### src/rtl/rps_match_scorer_if.sv
// Verdict handshake between the round judge (master) and the match scorer (slave).
interface rps_match_scorer_if;
  logic       result_valid;
  logic [1:0] result;
  logic       result_ready;

  modport master (output result_valid, output result, input result_ready);
  modport slave  (input result_valid, input result, output result_ready);
endinterface

### src/rtl/rps_match_scorer.sv
// Match scorekeeper for stone-paper-scissors: counts round verdicts, declares a
// winner at WIN_TARGET wins and holds the result until a new match is requested.
module rps_match_scorer #(
  parameter int WIN_TARGET = 3
) (
  input  logic                 clk,
  input  logic                 rst_n,
  input  logic                 i_ena,
  input  logic                 i_clear,
  rps_match_scorer_if.slave    if_verdict,
  output logic [3:0]           o_p1_score,
  output logic [3:0]           o_p2_score,
  output logic [3:0]           o_tie_count,
  output logic [3:0]           o_invalid_count,
  output logic [3:0]           o_round_no,
  output logic                 o_match_over,
  output logic [1:0]           o_match_winner,
  output logic                 o_match_done
);

  typedef enum logic [1:0] {
    S_IDLE = 2'd0,
    S_PLAY = 2'd1,
    S_OVER = 2'd2
  } state_t;

  localparam logic [3:0] L_TARGET = 4'(WIN_TARGET);

  state_t     r_state, w_state_next;
  logic [3:0] r_p1, w_p1_next;
  logic [3:0] r_p2, w_p2_next;
  logic [3:0] r_tie, w_tie_next;
  logic [3:0] r_inv, w_inv_next;
  logic [3:0] r_round, w_round_next;
  logic [1:0] r_winner, w_winner_next;
  logic       r_done, w_done_next;
  logic       w_ready;
  logic       w_accept;

  function automatic logic [3:0] sat_inc(input logic [3:0] v);
    return (v == 4'hF) ? v : v + 4'd1;
  endfunction

  assign w_ready  = i_ena & (r_state != S_OVER);
  // clear wins over a verdict arriving in the same cycle
  assign w_accept = w_ready & if_verdict.result_valid & ~i_clear;

  always_comb begin
    w_state_next  = r_state;
    w_p1_next     = r_p1;
    w_p2_next     = r_p2;
    w_tie_next    = r_tie;
    w_inv_next    = r_inv;
    w_round_next  = r_round;
    w_winner_next = r_winner;
    w_done_next   = 1'b0;
    if (i_ena && i_clear) begin
      w_state_next  = S_IDLE;
      w_p1_next     = 4'd0;
      w_p2_next     = 4'd0;
      w_tie_next    = 4'd0;
      w_inv_next    = 4'd0;
      w_round_next  = 4'd0;
      w_winner_next = 2'b00;
    end else if (w_accept) begin
      case (if_verdict.result)
        2'b01: begin
          w_p1_next    = r_p1 + 4'd1;
          w_round_next = sat_inc(r_round);
          if (r_p1 + 4'd1 == L_TARGET) begin
            w_state_next  = S_OVER;
            w_winner_next = 2'b01;
            w_done_next   = 1'b1;
          end else begin
            w_state_next = S_PLAY;
          end
        end
        2'b10: begin
          w_p2_next    = r_p2 + 4'd1;
          w_round_next = sat_inc(r_round);
          if (r_p2 + 4'd1 == L_TARGET) begin
            w_state_next  = S_OVER;
            w_winner_next = 2'b10;
            w_done_next   = 1'b1;
          end else begin
            w_state_next = S_PLAY;
          end
        end
        2'b00: begin
          w_tie_next   = sat_inc(r_tie);
          w_round_next = sat_inc(r_round);
          w_state_next = S_PLAY;
        end
        default: begin
          // invalid verdicts are tallied but never advance the match
          w_inv_next = sat_inc(r_inv);
        end
      endcase
    end
  end

  always_ff @(posedge clk or negedge rst_n) begin
    if (!rst_n) begin
      r_state  <= S_IDLE;
      r_p1     <= 4'd0;
      r_p2     <= 4'd0;
      r_tie    <= 4'd0;
      r_inv    <= 4'd0;
      r_round  <= 4'd0;
      r_winner <= 2'b00;
      r_done   <= 1'b0;
    end else begin
      r_state  <= w_state_next;
      r_p1     <= w_p1_next;
      r_p2     <= w_p2_next;
      r_tie    <= w_tie_next;
      r_inv    <= w_inv_next;
      r_round  <= w_round_next;
      r_winner <= w_winner_next;
      r_done   <= w_done_next;
    end
  end

  assign if_verdict.result_ready = w_ready;
  assign o_p1_score      = r_p1;
  assign o_p2_score      = r_p2;
  assign o_tie_count     = r_tie;
  assign o_invalid_count = r_inv;
  assign o_round_no      = r_round;
  assign o_match_over    = (r_state == S_OVER);
  assign o_match_winner  = r_winner;
  assign o_match_done    = r_done;

endmodule

### src/flat_wrapper.sv
// flat-port wrapper written by rule: the top's interface ports become plain ports
module rps_match_scorer_flat 
#(
  parameter int WIN_TARGET = 3
)
  (clk, rst_n, i_ena, i_clear, o_p1_score, o_p2_score, o_tie_count, o_invalid_count, o_round_no, o_match_over, o_match_winner, o_match_done, if_verdict_result_valid, if_verdict_result, if_verdict_result_ready);
  rps_match_scorer_if if_verdict_i ();
  input  logic clk;
  input  logic rst_n;
  input  logic i_ena;
  input  logic i_clear;
  output logic [3:0] o_p1_score;
  output logic [3:0] o_p2_score;
  output logic [3:0] o_tie_count;
  output logic [3:0] o_invalid_count;
  output logic [3:0] o_round_no;
  output logic o_match_over;
  output logic [1:0] o_match_winner;
  output logic o_match_done;
  input wire logic [$bits(if_verdict_i.result_valid)-1:0] if_verdict_result_valid;
  input wire logic [$bits(if_verdict_i.result)-1:0] if_verdict_result;
  output wire logic [$bits(if_verdict_i.result_ready)-1:0] if_verdict_result_ready;
  assign if_verdict_i.result_valid = if_verdict_result_valid;
  assign if_verdict_i.result = if_verdict_result;
  assign if_verdict_result_ready = if_verdict_i.result_ready;
  rps_match_scorer #(.WIN_TARGET(WIN_TARGET)) u_core (.clk(clk), .rst_n(rst_n), .i_ena(i_ena), .i_clear(i_clear), .if_verdict(if_verdict_i), .o_p1_score(o_p1_score), .o_p2_score(o_p2_score), .o_tie_count(o_tie_count), .o_invalid_count(o_invalid_count), .o_round_no(o_round_no), .o_match_over(o_match_over), .o_match_winner(o_match_winner), .o_match_done(o_match_done));
endmodule
### config.mk
export PLATFORM = sky130hd
export DESIGN_NAME = rps_match_scorer_flat
export DESIGN_NICKNAME = d
export VERILOG_FILES = /design/src/rtl/rps_match_scorer_if.sv /design/src/rtl/rps_match_scorer.sv /design/src/flat_wrapper.sv
export SDC_FILE = /design/constraint.sdc
export NUM_CORES = 1
export LEC_CHECK = 0
export BUFFER_PORTS_ARGS = -buffer_cell sky130_fd_sc_hd__clkbuf_2
export CAP_MARGIN = 20
export CORE_UTILIZATION = 50
export DETAILED_ROUTE_END_ITERATION = 10
export GPL_ROUTABILITY_DRIVEN = 0
export HOLD_SLACK_MARGIN = 0.03
export PLACE_DENSITY = 0.75
export REMOVE_ABC_BUFFERS = 1
export SYNTH_ARGS = -nofsm -noshare
export SYNTH_HDL_FRONTEND = slang
export SYNTH_SLANG_ARGS = --single-unit
### constraint.sdc
create_clock -name clk -period 3.5 [get_ports clk]
set_input_delay 0.175 -clock clk [delete_from_list [all_inputs] [get_ports clk]]
set_output_delay 0.175 -clock clk [all_outputs]
set_load 0.01 [all_outputs]
; Word level (Yosys, flattened, before mapping)
; Index checks and enable logic that the tools add are counted.
[totals]
regBits = 25
input_bits = 7
out_inout_bits = 25
word_cells = 82
[op_classes]
addsub = 5
eq_ne = 15
mux = 33
n_bitwise = 4
n_reduce_logical = 17
[ops]
columns = operator, n
row1 = two-way mux 4 bit, 18
row2 = adder 4 x 1 -> 4 bit (second input constant), 5
row3 = two-way mux 2 bit, 8
row4 = equality test 4 bit (second input constant), 3
row5 = nonzero test 2 bit, 5
row6 = AND reduction 3 bit, 3
row7 = equality test 4 x 2 -> 1 bit (second input constant), 2
row8 = inequality test 2 x 1 -> 1 bit (second input constant), 4
row9 = inequality test 3 x 1 -> 1 bit (second input constant), 2
row10 = case mux 2 bit (3 select lines), 1
row11 = AND reduction 2 bit, 3
row12 = equality test 2 bit (second input constant), 2
row13 = two-way mux 1 bit, 4
row14 = case mux 2 bit (2 select lines), 1
row15 = AND reduction 4 bit, 1
row16 = nonzero test 4 bit, 1
row17 = AND 1 bit, 3
row18 = nonzero test 3 bit, 1
row19 = OR reduction 3 bit, 1
row20 = equality test 2 x 1 -> 1 bit (second input constant), 1
row21 = logical NOT 2 bit, 1
row22 = inequality test 2 bit (second input constant), 1
row23 = case mux 1 bit (2 select lines), 1
row24 = logical AND 1 bit, 1
row25 = inverter 1 bit, 1

; Depth between registers and ports, before layout
; Gate-level depths: netlist (run 1).
[logic_depth]
depth_word = 6
ltp_mapped = 6

; Worst setup path before layout (run 1)
; OpenSTA, ideal clock, no wires.
[synth_path]
path_type = register -> register
start = reg u_core.r_p2[0], in the netlist u_core.o_p2_score[0]
end = reg u_core.r_state[0]
setup_ps = 126
t_arrival_ps = 1712
slack_ps = 1662
stages_incl_launch_ff = 6
n_path_buf = 0
period_less_slack_ps = 1838
path_cell_list = dfrtp_1 -> ha_1 -> or4b_1 -> o31ai_1 -> nand2_1 -> o311a_1
[synth_between]
elab_chain_len = 6
[synth_rtl]
columns = item, line_no
row1 = start: declaration, rps_match_scorer.sv:31  ; logic [3:0] r_p2, w_p2_next;
row2 = start signal: assignment, rps_match_scorer.sv:115  ; r_p2 <= w_p2_next;
row3 = adder 4 x 1 -> 4 bit, rps_match_scorer.sv:81  ; if (r_p2 + 4'd1 == L_TARGET) begin
row4 = equality test 4 x 2 -> 1 bit, rps_match_scorer.sv:81
row5 = two-way mux 2 bit, rps_match_scorer.sv:81
row6 = case mux 2 bit (3 select lines), rps_match_scorer.sv:66  ; case (if_verdict.result)
row7 = two-way mux 2 bit, rps_match_scorer.sv:65  ; end else if (w_accept) begin
row8 = two-way mux 2 bit, rps_match_scorer.sv:57  ; if (i_ena && i_clear) begin
row9 = end signal: assignment, rps_match_scorer.sv:113  ; r_state <= w_state_next;
row10 = end: declaration, rps_match_scorer.sv:29  ; state_t r_state, w_state_next;
; Every way passes these cells. The select of a mux whose other input is x is not followed.
; A chain may end at the register's enable or synchronous reset.

; Worst setup path in the final report (run 1)
[layout_path]
start = reg u_core.r_p1[0], in the netlist u_core.o_p1_score[0]
end = reg u_core.r_winner[1], in the netlist u_core.o_match_winner[1]
[layout_between]
elab_chain_len = 4
[layout_rtl]
columns = item, line_no
row1 = start: declaration, rps_match_scorer.sv:30  ; logic [3:0] r_p1, w_p1_next;
row2 = start signal: assignment, rps_match_scorer.sv:114  ; r_p1 <= w_p1_next;
row3 = adder 4 x 1 -> 4 bit, rps_match_scorer.sv:70  ; if (r_p1 + 4'd1 == L_TARGET) begin
row4 = equality test 4 x 2 -> 1 bit, rps_match_scorer.sv:70
row5 = inequality test 3 x 1 -> 1 bit (no source line), n/a
row6 = AND reduction 4 bit (no source line), n/a
row7 = end signal: assignment, rps_match_scorer.sv:119  ; r_winner <= w_winner_next;
row8 = end: declaration, rps_match_scorer.sv:35  ; logic [1:0] r_winner, w_winner_next;
; Every way passes these cells.

==> results.md, run 1 <==
* Status: finished clean
* Post-synthesis async set-or-reset flop share at 1.00
* First-pass GRT wire length at 5.16 mm
* Initial DRT Pass Iterations at 4
* Vias per cell at 5.76
* Post-layout util at 0.610
* Detailed router's first-iteration violation count at 28
* Minimum clock period at 1.96 ns
* Post-synth EDFFs at 0
* Worst Path Required at 3.73 ns
* Latest clock arrival within the worst-skew pair at 0.32 ns
* Hold Crit Class: primary input to register
* Dominant cells by area after synthesis: dfrtp_1, ha_1, nand3_1
* Dpl cell area at 0.00163 mm2
* Post-CTS Resized at 0
* CP bufs+invs at 0
* Distinct cells, synth at 34
* Max Clock Freq at 510 MHz
* Slew at the pin closest to its max-slew limit at 0.743 ns
* Setup TNS Final at 0 ns
* Layout cells sized above 1 at 0.204
* Family with the most delay on the worst path: compound AO/OA/AOI/OAI gates
* Total number of vias at 1249
* RSZ-0062 raised after global routing: false
* Dpl ws at 1.55 ns
* Setup Viol. Count Final at 0
* Aggregate global routing overflow at 0
* Crit path DAT at 2.19 ns
* Most frequent cell after synthesis: dfrtp_1
* I/O Pins at 32
* Tot Pwr at 0.580 mW
* Largest net degree at the start of global routing at 26
* Root Driver: clkbuf_4
* CTS clk-pin slew, worst paths at 0.15 ns
* Worst Setup Slack, final at 1.54 ns
* Leakage power at 0.814 nW
* Die Height at 55.7 um
* Final Hold Viols at 0
* Sequential area share after synthesis at 0.434
* GRT Util Overall at 0.210
* Final Cell Area at 0.00167 mm2
* Nets at 205
* Routed wire length at 3.05 mm
* CTS Buffer Depth at 2
* Crit path largest cell delay at 0.52 ns
* Initial antenna violation count at 0
* I/O Buffers at 31
* Max Cap Viol at 0
* CP max stage cell: or4b_1
* CTS tree: done
* Hold_ws at 0.211 ns
* CTS sink cnt at 25
* CTS H-tree lvls at 1
* Crit. End Element: register
* Initial Utilization at 0.527
* Wire length per cell at 14.1 um
* Critical Path Fanout Max at 7
* Clk_skew at 0.00824 ns
* Rel. slew slack at 0.505
* Top_reg_cell synth: dfrtp_1
* N_diodes at 0
* Post-DP HPWL at 2.30 mm
* Drt drc at 0
* Critical Path Start Type: register
* Crit Path Class: register to register
* Share of the synthesized area in the top cell type at 0.434
* Synth Cell Area at 0.00144 mm2
* Area growth syn-to-layout at 15.7%
* Mean Syn Cell Area at 9.47 um2
* Cell taking the most area after synthesis: dfrtp_1
* DRT antenna net count at 0
* Synthesized instance count at 152
* Slew Limit Fails at 0
* Synth Register Bits at 25
* YS warnings at 0
* Placed Instances at 212
* Core Area at 0.00273 mm2
* Commonest cells in the netlist: dfrtp_1, nor2_1, nand3_1
* Crit share post-route at 0.560
* CP Cell Sequence: ha_1 > or4b_1 > o31ai_1 > o211ai_1 > a221oi_1
* Number of global-route vias before repair at 1208
* Worst vdd ir at 0.259 mV
* Post-route insts no fill at 217
* Cell row count at 19
* Power density over cell area at 348 mW/mm2
* Die span in x at 55.7 um
* Die area at 0.00310 mm2
* TritonCTS buffer count at 3
## worst paths after layout
kind	startpoint	to	slack (ns)	depth (start not counted)
worst max-delay path	u_core.o_p1_score[0]	u_core.o_match_winner[1]	1.54	5
worst min-delay path	i_ena	u_core.r_state[1]	0.21	4
worst max register to register	u_core.o_p1_score[0]	u_core.o_match_winner[1]	1.54	5
worst min register to register	u_core.o_match_winner[1]	u_core.o_match_winner[1]	0.56	2
max in group asynchronous	rst_n	u_core.o_p1_score[0]	2.71	2
min in group asynchronous	rst_n	u_core.r_state[1]	0.38	2
## timing repair
item | 4_1_cts | 5_1_grt
hold buffers | 1 | 0
buffers inserted | 0 | 0
hold endpoints to repair | 25 | 0
## tightest hold or removal path: cells and delay by family
| kind | cells | cell delay [ns] |
|---|---|---|
| AND/OR/NAND/NOR | 1 | 0.09 |
| AO/OA/AOI/OAI | 2 | 0.12 |
| buffers and inverters | 1 | 0.12 |
## layout make-up
cell class	instances	area [um2]
sequential	25	626
multi-input combinational	114	763
clock inverter	1	7.51
fill	247	1070
inverter	11	43.8
tap	31	38.8
clock buffer	3	22.5
timing repair buffer	32	165
## flip-flops by register name, summed over array words and instances, names as in the netlist
signal	cells
u_core.o_match_winner	2
u_core.o_tie_count	4
u_core.r_state	2
u_core.o_match_done	1
u_core.o_invalid_count	4
u_core.o_p1_score	4
u_core.o_p2_score	4
u_core.o_round_no	4
## layer usage
| layer | part of all wire | vias to the layer above | wire (um) | global-route usage |
|---|---|---|---|---|
| met4 | 0.0049 | 0 | 15 | 0.0679 |
| li1 | - | 614 | - | - |
| met2 | 0.51 | 26 | 1560 | 0.370 |
| met5 | 0 | - | 0 | 0 |
| met3 | 0.037 | 2 | 112 | 0.0302 |
| met1 | 0.45 | 607 | 1360 | 0.263 |
## power by group
group          switching, mW  total [mW]  leakage (nW)  internal, mW
sequential            0.0221       0.330         0.343         0.308
combinational         0.0688       0.116         0.457        0.0473
clock                 0.0909       0.135        0.0139        0.0436
total                  0.182       0.580         0.814         0.399
## cell usage in the layout (no fill, tap or decap), types with 2 or more instances in the layout
cell type  Yosys  final
clkbuf_2       0     31
o21ai_0        8      8
and3b_1        2      2
a21boi_0       2      2
a31oi_1        2      2
o31ai_1        2      2
and2_1         3      3
xor2_1         5      5
nand3_1       12     12
inv_1         10     10
clkbuf_4       0      3
a21oi_1       10     10
or4b_1         2      2
nand4_1        4      4
nor4_1         3      3
nor2_1        15     15
nor3_1         2      2
dfrtp_1       25     25
ha_1          11     11
or3_1          7      7
nand2_1        7      7
a211oi_1       2      2
mux2i_1        2      2
xnor2_1        3      3
## kinds of logic after synthesis
group,share of synthesized area
adders and majority gates,0.0956
DFF,0.434
buffers and inverters,0.0356
xor gates and xnor gates,0.0487
muxes,0.0139
and+or+nand+nor,0.235
AOI/OAI and AO/OA,0.137
Note: power is estimated with default switching activity, not from simulation.
==> inputs of run 2 (changes only) <==
Settings changed: CORE_UTILIZATION 50 to 48.
Clock period 3.5 ns to 1.7 ns, I/O delays scaled along.
==> run 2 against run 1 <==
The flow now finishes with violations (DRC, setup timing); core utilization increased by 8.8 points; clock power is 100% higher; fmax increased by 9.9%; global-route usage is 2.5 points higher; critical endpoint unchanged.
==> results.md, run 2 (synthesized netlist as in run 1, its figures left out) <==
* DRT antenna net count at 0 (unchanged)
* Crit path largest cell delay at 0.53 ns (about the same)
* I/O Pins at 32 (unchanged)
* Total number of vias at 1437 (+15%)
* Leakage power at 0.980 nW (+20%)
* Slew at the pin closest to its max-slew limit at 0.617 ns (-0.126 ns)
* Setup TNS Final at -0.248 ns (-0.248 ns)
* Die span in x at 56.8 um (+2.0%)
* RSZ-0062 raised after global routing: true
* Aggregate global routing overflow at 0 (unchanged)
* Most frequent cells in the layout: clkbuf_2, buf_4, dfrtp_1, nor2_1, nand3_1
* Post-layout util at 0.698 (+0.0880)
* Psw at 0.395 mW (+120%)
* Worst Path Required at 1.91 ns (-1.82 ns)
* TritonCTS buffer count at 3 (unchanged)
* Nets at 234 (+14%)
* Worst vdd ir at 0.471 mV (+82%)
* Crit. End Element: register
* Setup Viol. Count Final at 5 (+5)
* Layout cells sized above 1 at 0.353 (+0.149)
* Final Hold Viols at 0 (unchanged)
* CTS sink cnt at 25 (unchanged)
* CTS tree: done
* CP max stage cell: or4b_4
* Status: finished, violations left
* Core Area at 0.00281 mm2 (+2.6%)
* Family with the most delay on the worst path: simple AND/OR/NAND/NOR gates
* Critical Path Start Type: register
* Rel. slew slack at 0.589 (+0.0842)
* Vias per cell at 5.84 (+1.5%)
* Slew Limit Fails at 0 (unchanged)
* Power share of the sequential group at 0.527 (-0.041)
* Detailed router's first-iteration violation count at 50 (+79%)
* Crit Path Class: register to register
* Tot Pwr at 1.28 mW (+120%)
* Max Cap Viol at 0 (unchanged)
* I/O Buffers at 31 (unchanged)
* GRT Util Overall at 0.235 (+0.0254)
* Die area at 0.00322 mm2 (+4.0%)
* Violated checks: DRC, setup timing
* CP bufs+invs at 1 (+1)
* Initial Utilization at 0.513 (-0.0134)
* Die Height at 56.8 um (+2.0%)
* Cell row count at 19 (unchanged)
* Initial DRT Pass Iterations at 9 (+5)
* CTS H-tree lvls at 1 (unchanged)
* Latest clock arrival within the worst-skew pair at 0.32 ns (about the same)
* Largest net degree at the start of global routing at 26 (unchanged)
* CTS Buffer Depth at 2 (unchanged)
* Crit share post-route at 1.05 (+0.490)
* N_diodes at 0 (unchanged)
* First-pass GRT wire length at 5.87 mm (+14%)
* Commonest non-fill, non-tap cell in the layout: clkbuf_2
* Hold Crit Class: primary input to register
* Post-DP HPWL at 2.57 mm (+12%)
* Wire length per cell at 14.5 um (+2.9%)
* Clk network pwr share at 0.212 (-0.020)
* Routed wire length at 3.56 mm (+17%)
* Drt drc at 5 (+5)
* Area growth syn-to-layout at 35.9%
* Worst Setup Slack, final at -0.0852 ns (-1.62 ns)
* Sw frac at 0.309 (-0.00463)
* Root Driver: clkbuf_4
* CP Cell Sequence: ha_2 > or4b_4 > o31ai_4 > buf_4 > o21a_1 > a221oi_1
* Comb pwr share at 0.261 (+0.061)
* Max Clock Freq at 560 MHz (+9.9%)
* Minimum clock period at 1.79 ns (-0.176 ns)
* Clk_skew at 0.000591 ns (-0.00765 ns)
* Hold_ws at 0.146 ns (-0.0646 ns)
* CTS clk-pin slew, worst paths at 0.13 ns (-0.02 ns)
* Number of global-route vias before repair at 1343 (+11%)
* Power density over cell area at 654 mW/mm2 (+88%)
* Crit path DAT at 2.00 ns (-0.19 ns)
* Int Pwr at 0.885 mW (+120%)
* Initial antenna violation count at 0 (unchanged)
* Critical Path Fanout Max at 5 (-2)
run 2: cell types whose count changed in the layout (fill, tap and decap cells not counted), moves of 2 or more:
cell and change:
buf_4 +26, buf_6 +3, ha_2 +2, or4b_1 -2
o31ai_1 -2, o31ai_4 +2, ha_1 -3, or4b_4 +2
run 2: through the flow:
step / instances / instance area [um2] / setup WS (ns)
after CTS: 246 / 1940 / -0.0640
final: 246 / 1960 / -0.0852
after global routing: 246 / 1960 / -0.129
after detailed placement: 237 / 1810 / -0.136
after floorplan: 150 / 1430 / -0.138
after global placement: 237 / 1810 / -0.0729
run 2: routing by layer:
| metal | global-route usage | vias up | wire length [um] |
|---|---|---|---|
| li1 | - | 676 | - |
| met1 | 0.282 | 699 | 1530 |
| met2 | 0.423 | 47 | 1800 |
| met3 | 0.0230 | 15 | 109 |
| met4 | 0.105 | 0 | 117 |
| met5 | 0 | - | 0 |
run 2: power by group through the flow:
stage	Clock, mW	Sequential (mW)	Combinational [mW]
after global routing	0.300	0.680	0.364
after detailed placement	0	0.686	0.297
final	0.271	0.675	0.334
after CTS	0.277	0.674	0.329
after floorplan	0	0.699	0.131
after global placement	0	0.681	0.285
run 2: layout make-up:
cell class	count	area, um2
Fill cell	235	848
Multi-Input combinational cell	114	828
Clock buffer	4	26.3
Inverter	11	43.8
Sequential cell	25	626
Tap cell	31	38.8
Timing Repair Buffer	61	394
run 2: tightest hold or removal path: cells and delay by family:
family	cells	cell delay, ns
buffers and inverters	1	0.12
and+or+nand+nor	1	0.10
AOI/OAI and AO/OA	2	0.14
run 2: worst paths after layout:
path	end	cells past startpoint	start	slack (ns)
worst max-delay path	u_core.o_match_winner[1]	6	u_core.o_p1_score[0]	-0.09
worst min-delay path	u_core.r_state[1]	4	i_ena	0.15
worst max register to register	u_core.o_match_winner[1]	6	u_core.o_p1_score[0]	-0.09
worst min register to register	u_core.o_match_winner[1]	2	u_core.o_match_winner[1]	0.55
max in group asynchronous	u_core.o_invalid_count[3]	2	rst_n	1.01
min in group asynchronous	u_core.o_p1_score[3]	2	rst_n	0.30
run 2: repair_timing:
item / 4_1_cts / 5_1_grt
hold buffers: 1 / 0
pin swaps: 7 / 4
setup endpoints to repair: 5 / 6
gates resized for setup: 12 / 5
cloned: 0 / 0
endpoints found under the hold margin: 25 / 0
setup buffers: 4 / 0
==> inputs of run 3 (changes only) <==
Settings changed: SETUP_SLACK_MARGIN set to 0.05.
==> run 3 against run 2 <==
The flow still finishes with violations (DRC, setup timing); wire length rose by 2.5%; sequential power is 0.7% lower; sequential cell count unchanged; via count grew 1.5%; total power is 1.8% higher; worst setup slack improved by 0.0091 ns; register-to-register slack about the same; cell count is 0.41% higher; first-iteration DRC count is 8.0% higher; critical endpoint unchanged; sequential share of layout area decreased by 0.56 points.
==> results.md, run 3 (synthesized netlist as in run 1, its figures left out) <==
* Family with the most delay on the worst path: simple AND/OR/NAND/NOR gates
* Layout cells sized above 1 at 0.375 (+0.0215)
* Slew Limit Fails at 0 (unchanged)
* Footprint of the multi-input gates at 856 um2 (+3.3%)
* Reg2Reg Setup Slack at -0.08 ns (about the same)
* GRT Util Overall at 0.237 (+0.00196)
* CP max stage cell: or4b_4
* Vias per cell at 5.91 (+1.1%)
* Fillers at 225 (-4.3%)
* Nets at 235 (+0.43%)
* Area growth syn-to-layout at 38.3%
* Max Clock Freq at 563 MHz (+0.52%)
* CP Cell Sequence: inv_1 > ha_4 > or4b_4 > o31ai_4 > buf_4 > o21a_1 > a221oi_1
* Psw at 0.407 mW (+2.9%)
* Crit share post-route at 1.04 (-0.00538)
* Largest net degree at the start of global routing at 26 (unchanged)
* Hold-critical path depth at 3 (-1)
* CTS Buffer Depth at 2 (unchanged)
* First-pass GRT wire length at 5.89 mm (+0.46%)
* Dpl ws at -0.136 ns (unchanged)
* Root Driver: clkbuf_4
* Rel. slew slack at 0.585 (-0.00348)
* Minimum clock period at 1.78 ns (-0.00915 ns)
* Post-DP HPWL at 2.57 mm (unchanged)
* Comb pwr share at 0.276 (+0.015)
* Routed wire length at 3.65 mm (+2.5%)
* Die Height at 56.8 um (unchanged)
* Total number of vias at 1459 (+1.5%)
* Wire length per cell at 14.8 um (+2.1%)
* RSZ-0062 raised after global routing: true
* Worst vdd ir at 0.473 mV (+0.41%)
* Met3 WL post-DR at 169 um (+55%)
* TritonCTS buffer count at 3 (unchanged)
* CTS H-tree lvls at 1 (unchanged)
* Crit path depth at 7 (+1)
* Critical Path Fanout Max at 5 (unchanged)
* Routed metal-1 wirelength at 1.49 mm (-2.7%)
* Initial DRT Pass Iterations at 7 (-2)
* CTS sink cnt at 25 (unchanged)
* Cell row count at 19 (unchanged)
* Crit Reg-Reg Startpoint: u_core.o_p1_score[0]
* Drt drc at 5 (unchanged)
* Clk_skew at 0.000856 ns (+0.000265 ns)
* Setup TNS Final at -0.240 ns (+0.00807 ns)
* Hold Crit Class: primary input to register
* Commonest non-fill, non-tap cell in the layout: clkbuf_2
* Most frequent cells in the layout: clkbuf_2, buf_4, dfrtp_1, nor2_1, nand3_1
* Power share of the sequential group at 0.515 (-0.012)
* Leakage power at 0.987 nW (+0.74%)
* Critical Path Start Type: register
* Int Pwr at 0.896 mW (+1.3%)
* Die area at 0.00322 mm2 (unchanged)
* Crit. End Element: register
* DRT antenna net count at 0 (unchanged)
* CTS clk-pin slew, worst paths at 0.13 ns (about the same)
* FF/Latch Area at 626 um2 (unchanged)
* N_diodes at 0 (unchanged)
* Tot Pwr at 1.30 mW (+1.8%)
* Clk network pwr share at 0.209 (-0.003)
* Core Area at 0.00281 mm2 (unchanged)
* Worst Setup Slack, final at -0.0760 ns (+0.00915 ns)
* Crit Path Class: register to register
* I/O Pins at 32 (unchanged)
* Die span in x at 56.8 um (unchanged)
* Hold path start: i_clear
* Sw frac at 0.312 (+0.00353)
* Setup Viol. Count Final at 5 (unchanged)
* Crit path largest cell delay at 0.47 ns (-0.06 ns)
* FF-to-FF End: u_core.o_match_winner[1]
* Initial Utilization at 0.513 (unchanged)
* R2r worst-path depth at 7 (+1)
* Aggregate global routing overflow at 0 (unchanged)
* Worst Path Required at 1.91 ns (about the same)
* DR WL met2 at 1.83 mm (+1.4%)
* CP bufs+invs at 2 (+1)
* Number of global-route vias before repair at 1337 (-0.45%)
* CTS tree: done
* Violated checks: DRC, setup timing
* Power density over cell area at 654 mW/mm2 (about the same)
* Status: finished, violations left
* Highest Signal Layer: met4
* I/O Buffers at 31 (unchanged)
* Detailed router's first-iteration violation count at 54 (+8.0%)
* Initial antenna violation count at 0 (unchanged)
* Crit path DAT at 1.99 ns (about the same)
* Slew at the pin closest to its max-slew limit at 0.622 ns (+0.00522 ns)
* Max Cap Viol at 0 (unchanged)
* Final Hold Viols at 0 (unchanged)
* Hold EP: u_core.o_match_done
* Latest clock arrival within the worst-skew pair at 0.32 ns (about the same)
-- run 3: cell count changes in the layout (fill, tap and decap cells not counted), sizes merged --
cell  previous run  this run
buf             29        30
-- run 3: area by class of cell --
cell class / count / area share
Inverter: 11 / 0.0220
Multi-Input combinational cell: 114 / 0.430
Clock buffer: 4 / 0.0132
Tap cell: 31 / 0.0195
Sequential cell: 25 / 0.314
Timing Repair Buffer: 62 / 0.202
-- run 3: power groups by stage --
stage	sequential, mW	clock (mW)	combinational (mW)
5_1_grt	0.675	0.305	0.389
3_5_place_dp	0.686	0	0.297
2_1_floorplan	0.699	0	0.131
4_1_cts	0.674	0.277	0.329
6_report	0.670	0.273	0.360
3_3_place_gp	0.681	0	0.285
-- run 3: how the worst max path moves through the flow --
| stage | slack, ns | start | to |
|---|---|---|---|
| after global placement | -0.07 | u_core.o_p2_score[0] | u_core.r_state[0] |
| after detailed placement | -0.14 | u_core.o_p1_score[0] | u_core.o_match_winner[0] |
| after global routing | -0.13 | u_core.o_p1_score[0] | u_core.o_match_winner[1] |
| after floorplan | -0.14 | u_core.o_p2_score[0] | u_core.r_state[0] |
| after CTS | -0.06 | u_core.o_p1_score[1] | u_core.o_match_winner[1] |
| final | -0.08 | u_core.o_p1_score[0] | u_core.o_match_winner[1] |
-- run 3: routing by layer --
| metal | global-route usage | up-vias |
|---|---|---|
| met1 | 0.287 | 695 |
| met4 | 0.108 | 0 |
| met3 | 0.0230 | 27 |
| met5 | 0 | - |
| li1 | - | 677 |
| met2 | 0.423 | 60 |
-- run 3: through the flow --
step                instance area [um2]  utilization  hold slack (ns)  std cells
finish                             1990        0.710            0.198        247
global route                       1990        0.710            0.192        247
CTS                                1940        0.693            0.140        246
detailed placement                 1810        0.647            0.133        237
global placement                   1810        0.647            0.127        237
floorplan                          1430            -           -0.211        150
-- run 3: worst register-to-register path, cell delays in order (launching register included) --
cell	delay, ns
dfrtp_1	0.45
inv_1	0.13
ha_4	0.15
or4b_4	0.47
o31ai_4	0.10
buf_4	0.17
o21a_1	0.12
a221oi_1	0.08
-- run 3: timing repair --
item / CTS / global route
hold endpoints to repair: 25 / 0
hold buffers: 1 / 0
pin swaps: 7 / 5
gates resized for setup: 14 / 7
endpoints found under the setup margin: 5 / 7
buffers inserted: 4 / 1
